## config.mk

```make
export PLATFORM = sky130hd
export DESIGN_NAME = lake_affine_stream_mem
export DESIGN_NICKNAME = d
export VERILOG_FILES = /design/src/rtl/lake_affine_stream_mem.sv
export SDC_FILE = /design/constraint.sdc
export NUM_CORES = 2
export LEC_CHECK = 0
export ABC_AREA = 1
export CAP_MARGIN = 20
export CORE_UTILIZATION = 30
export CTS_BUF_LIST = sky130_fd_sc_hd__clkbuf_8
export CTS_CLUSTER_DIAMETER = 150
export CTS_CLUSTER_SIZE = 16
export DETAILED_ROUTE_END_ITERATION = 10
export DONT_BUFFER_PORTS = 1
export SETUP_SLACK_MARGIN = 0.5
export SKIP_LAST_GASP = 1
export SYNTH_ARGS = -nofsm -noshare
export SYNTH_HDL_FRONTEND = slang
export SYNTH_SLANG_ARGS = --single-unit
```

## constraint.sdc

```tcl
create_clock -name clk -period 14.9 [get_ports clk]
set_input_delay 2.235 -clock clk [delete_from_list [all_inputs] [get_ports clk]]
set_output_delay 2.235 -clock clk [all_outputs]
set_load 0.05 [all_outputs]
```

## src/rtl/lake_affine_stream_mem.sv

```systemverilog
// Affine-scheduled stream memory: one write port and one read port, each
// driven by a DIMS-deep odometer that steps its schedule time and address.
module lake_affine_stream_mem #(
  parameter int unsigned DATA_WIDTH = 16,
  parameter int unsigned DEPTH      = 64,
  parameter int unsigned DIMS       = 3,
  parameter int unsigned CNT_WIDTH  = 16,
  localparam int unsigned PORT_CFG_W = 1 + CNT_WIDTH * (3 * DIMS + 2),
  localparam int unsigned CFG_W      = 2 * PORT_CFG_W
) (
  input  logic                  clk,
  input  logic                  rst,
  input  logic                  flush,
  input  logic [CFG_W-1:0]      config_memory,
  input  logic [DATA_WIDTH-1:0] port_0,
  output logic [DATA_WIDTH-1:0] port_1,
  output logic                  port_1_valid,
  output logic                  done,
  output logic [CNT_WIDTH-1:0]  cycle_count
);

  localparam int unsigned AW  = (DEPTH > 1) ? $clog2(DEPTH) : 1;
  localparam int unsigned DSW = (DIMS > 1) ? $clog2(DIMS) : 1;
  localparam int unsigned CW  = CNT_WIDTH;

  logic [DATA_WIDTH-1:0] mem [DEPTH];

  logic [1:0]          fire;
  logic [1:0]          port_done;
  logic [1:0][AW-1:0]  port_addr;

  // Port 0 is the write port, port 1 the read port; same schedule engine.
  for (genvar p = 0; p < 2; p++) begin : g_port
    logic [PORT_CFG_W-1:0]     cfg;
    logic                      en;
    logic [DIMS-1:0][CW-1:0]   ext;
    logic [DIMS-1:0][CW-1:0]   sdel;
    logic [DIMS-1:0][CW-1:0]   adel;
    logic [CW-1:0]             soff;
    logic [CW-1:0]             aoff;
    logic [DIMS-1:0][CW-1:0]   iter;
    logic [CW-1:0]             sched;
    logic [CW-1:0]             addr;
    logic                      dflag;
    logic                      fire_c;
    logic                      found_c;
    logic [DSW-1:0]            dsel_c;

    assign cfg = config_memory[p*PORT_CFG_W +: PORT_CFG_W];
    assign en  = cfg[0];

    // Unpack the per-port configuration fields.
    always_comb begin
      soff = cfg[1 + CW*DIMS +: CW];
      aoff = cfg[1 + CW*(2*DIMS + 1) +: CW];
      for (int d = 0; d < int'(DIMS); d++) begin
        ext[d]  = cfg[1 + CW*d +: CW];
        sdel[d] = cfg[1 + CW*(DIMS + 1 + d) +: CW];
        adel[d] = cfg[1 + CW*(2*DIMS + 2 + d) +: CW];
      end
    end

    // Lowest dimension that can still advance; none means last iteration.
    always_comb begin
      found_c = 1'b0;
      dsel_c  = '0;
      for (int d = 0; d < int'(DIMS); d++) begin
        if (!found_c && (iter[d] < ext[d])) begin
          found_c = 1'b1;
          dsel_c  = DSW'(d);
        end
      end
    end

    assign fire_c = en & ~dflag & ~flush & (cycle_count == sched);

    // Odometer, schedule time and address state.
    always_ff @(posedge clk or posedge rst) begin
      if (rst) begin
        iter  <= '0;
        sched <= '0;
        addr  <= '0;
        dflag <= 1'b0;
      end else if (flush) begin
        iter  <= '0;
        sched <= soff;
        addr  <= aoff;
        dflag <= 1'b0;
      end else if (fire_c) begin
        if (found_c) begin
          for (int k = 0; k < int'(DIMS); k++) begin
            if (k < int'(dsel_c)) begin
              iter[k] <= '0;
            end else if (k == int'(dsel_c)) begin
              iter[k] <= iter[k] + CW'(1);
            end
          end
          sched <= sched + sdel[dsel_c];
          addr  <= addr + adel[dsel_c];
        end else begin
          dflag <= 1'b1;
        end
      end
    end

    assign fire[p]      = fire_c;
    assign port_done[p] = dflag | ~en;
    assign port_addr[p] = addr[AW-1:0];
  end

  // Storage array; intentionally not reset.
  always_ff @(posedge clk) begin
    if (fire[0]) begin
      mem[port_addr[0]] <= port_0;
    end
  end

  // Read data register: old contents win on a same-cycle collision.
  always_ff @(posedge clk or posedge rst) begin
    if (rst) begin
      port_1       <= '0;
      port_1_valid <= 1'b0;
    end else begin
      port_1_valid <= fire[1];
      if (fire[1]) begin
        port_1 <= mem[port_addr[1]];
      end
    end
  end

  // Free-running schedule clock and aggregated completion flag.
  always_ff @(posedge clk or posedge rst) begin
    if (rst) begin
      cycle_count <= '0;
      done        <= 1'b0;
    end else if (flush) begin
      cycle_count <= '0;
      done        <= 1'b0;
    end else begin
      cycle_count <= cycle_count + CW'(1);
      done        <= &port_done;
    end
  end

endmodule
```

==> results.md <==
- Outcome: complete, no violations
- Pins Over Slew Limit: 0
- CTS buffer count: 84
- Final setup violation count: 0
- Synth-to-layout area growth: 7.116%
- Unrepaired setup endpoints after global routing: no
- Syn_nets: 5443
- Count of cell types in the netlist: 67
- CTS-repair resized insts: 0
- WL/cell: 22.27 um
- Yosys top cell by area: edfxtp_1
- Worst slew pin tran: 1.090 ns
- Top cells by count, synth: edfxtp_1 (1024), nor2_1 (819), o21ai_0 (624)
- Hpwl dp: 97930 um
- Die area: 0.1836 mm2
- Leakage power: 20.10 nW
- Syn_area_per_cell: 11.07 um2
- Async SR Flop Fraction: 14.67%
- Total power draw: 6.198 mW
- Layout cells sized above 1: 5.139%
- Vias in the first global route: 35690
- Initial antenna violation count: 14
- Setup CP Type: primary input to flop
- Vias: 38310
- Via-to-Cell Ratio: 5.292
- Critical Path Start Type: primary input
- Minimum clock period: 6.305 ns
- Core Rows: 156
- Most used DFF post-synth: edfxtp_1
- Root buffer cell: clkbuf_8
- Clock transition at the registers of the reported paths: 0.13 ns
- Final ANT Viol Nets: 0
- First-pass GRT wire length: 235900 um
- Hold worst-path end: g_port[1].dflag$_DFFE_PP0P_
- Gr ovfl total: 0
- CTS tree: built
- Max Cap Viol: 0
- Later-pin clock latency in the skew report: 0.84 ns
- R2R setup slack: 9.56 ns
- Largest net degree at the start of global routing: 223
- Worst reg2reg startpoint: g_port[0].iter[15]$_DFFE_PP0P_
- DRC Markers: 0
- Worst EP arrival: 6.99 ns
- Peak supply drop: 61.45 uV
- CTS Sinks: 1200
- WHS Path Cells: 2
- Total routed wirelength: 161200 um
- Cell with the most instances after synthesis: edfxtp_1
- Fin Setup TNS: 0 ns
- Number of flops mapped to enable cells by yosys: 1024
- Clk buf depth: 3
- Area share of the largest cell type after synthesis: 56.35%
- Final Hold Vio Count: 0
- Fmax: 158.6 MHz
- Power Density: 106.0 mW/mm2
- Synthesis Warnings: 0
- Setup Skew: 0.05718 ns
- Post-CTS Setup Inserts: 0
- Nets: 5343
- Worst Setup End Kind: flop
- GRT Overall Usage: 16.89%
- Min-Delay Path Class: flop to flop
- # IOs: 407
- Crit share post-route: 42.32%
- IO Port Bufs: 0
- Hold buffer count at cts: 0
- #FFs+latches synth: 1200
- Core area: 0.1807 mm2
- Worst EP required: 15.59 ns
- Worst reg-to-reg path cell count: 20
- DR iter-0 viols: 3827
- Hold path startpoint: g_port[1].dflag$_DFFE_PP0P_
- Synth area leaders: edfxtp_1 (56%), dfrtp_1 (8.1%), o21ai_0 (5.7%)
- Starting Density: 30.19%
- DRT Pass-1 Iters: 5
- Die span in x: 428.5 um
- CP max FO: 48
- Weighted congestion at the end of routability-driven global placement: 0.8889
- Reg2reg end: g_port[0].addr[5]$_DFFE_PP0P_
- Syn Std Cell Area: 0.05457 mm2
- Die height: 428.5 um
- Relative slew slack: 27.31%
- Sequential fraction of the synthesis area: 64.42%
- Cells after synthesis: 4929
- Deepest level of the CTS H-tree: 3
[metal layers]
metal | global-route usage [%] | share of wire, % | vias up
li1 | - | - | 17610
met1 | 23.29 | 44 | 18880
met2 | 26.71 | 46 | 1563
met3 | 3.412 | 7.9 | 252
met4 | 5.036 | 3.1 | 4
met5 | 0 | 0.017 | -
[stage by stage]
| step | worst slack, ns | instances | hold slack, ns | instance area (um2) | utilization [%] |
|---|---|---|---|---|---|
| after global placement | 7.852 | 7113 | 0.4878 | 57080 | 31.58 |
| after floorplan | 7.891 | 4929 | 0.4666 | 54570 | - |
| after CTS | 8.667 | 7235 | 0.5430 | 58450 | 32.34 |
| after global routing | 8.276 | 7239 | 0.5655 | 58460 | 32.34 |
| final | 8.595 | 7239 | 0.5436 | 58460 | 32.34 |
| after detailed placement | 7.733 | 7113 | 0.5144 | 57080 | 31.58 |
[where the power goes]
part | internal [mW] | leakage [nW] | switching (mW)
clock | 0.535 | 0.809 | 1.07
combinational | 0.256 | 7.74 | 0.623
sequential | 3.66 | 11.6 | 0.0506
total | 4.45 | 20.1 | 1.75
[cell type report]
cell class / instances / area (um2)
multi-input cells: 3149 / 17040
fillers: 18110 / 122300
clock inverters: 37 / 192.7
inverters: 299 / 1161
flip-flops and latches: 1200 / 35170
clock buffers: 85 / 1170
diodes: 4 / 10.01
repair buffers: 95 / 750.7
well taps: 2370 / 2965
[kinds of logic after synthesis]
| group | count (synthesis) | synth area share [%] |
|---|---|---|
| and+or+nand+nor | 1731 | 13.50 |
| DFF | 1200 | 64.42 |
| AOI/OAI and AO/OA | 1197 | 13.15 |
| buffers and inverters | 580 | 4.368 |
| adders and majority gates | 141 | 3.288 |
| xor gates and xnor gates | 80 | 1.284 |
[layout by cell type (no fill, tap or decap), types with 5 or more instances in the layout]
| master | n |
|---|---|
| nor2_1 | 819 |
| xor2_1 | 70 |
| o22ai_1 | 77 |
| edfxtp_1 | 1024 |
| nand2_2 | 8 |
| a211oi_1 | 5 |
| nand3b_1 | 5 |
| o221ai_1 | 195 |
| o21a_1 | 24 |
| xnor2_1 | 10 |
| ha_1 | 137 |
| or2_2 | 8 |
| o311ai_1 | 8 |
| clkbuf_8 | 85 |
| nand3_1 | 304 |
| nand4_1 | 25 |
| nor3_1 | 87 |
| inv_2 | 13 |
| o21ai_1 | 23 |
| nor4_1 | 23 |
| buf_4 | 92 |
| a21o_1 | 5 |
| nand2_1 | 418 |
| o21bai_1 | 7 |
| a31oi_1 | 48 |
| inv_1 | 309 |
| a21oi_1 | 127 |
| o211ai_1 | 35 |
| dfrtp_1 | 172 |
| o21ai_0 | 624 |
[critical path: stages]
cell and delay, ns:
inv_1 0.03, ha_1 0.29, nand2_1 0.07, inv_1 0.05, nand3_1 0.08, nor3_1 0.15, nand2_1 0.09, nand2_2 0.06
buf_4 0.28, nand3_2 0.73, a31oi_1 0.89, ha_1 0.41, a21oi_1 0.13, and2_1 0.17, inv_1 0.05, a21oi_1 0.11
o21bai_1 0.08, xor2_1 0.43, a21oi_1 0.08, o21ai_1 0.43, o21ai_1 0.13
[worst max path at each step]
stage / startpoint / endpoint / slack, ns
final: config_memory[16] / g_port[0].addr[5]$_DFFE_PP0P_ / 8.59
after global routing: config_memory[16] / g_port[0].addr[5]$_DFFE_PP0P_ / 8.28
after CTS: config_memory[16] / g_port[0].addr[5]$_DFFE_PP0P_ / 8.67
after detailed placement: config_memory[16] / g_port[0].addr[5]$_DFFE_PP0P_ / 7.73
after global placement: config_memory[16] / g_port[0].addr[5]$_DFFE_PP0P_ / 7.85
after floorplan: rst / cycle_count[0]$_DFF_PP0_ / 7.89
[flip-flops by register name (all words and copies together), names as in the netlist]
register      flops
mem            1024
g_port.sched     32
port_1           16
cycle_count      16
g_port.iter      96
port_1_valid      1
done              1
g_port.dflag      2
g_port.addr      12
Power figures use the tool's default switching activity.
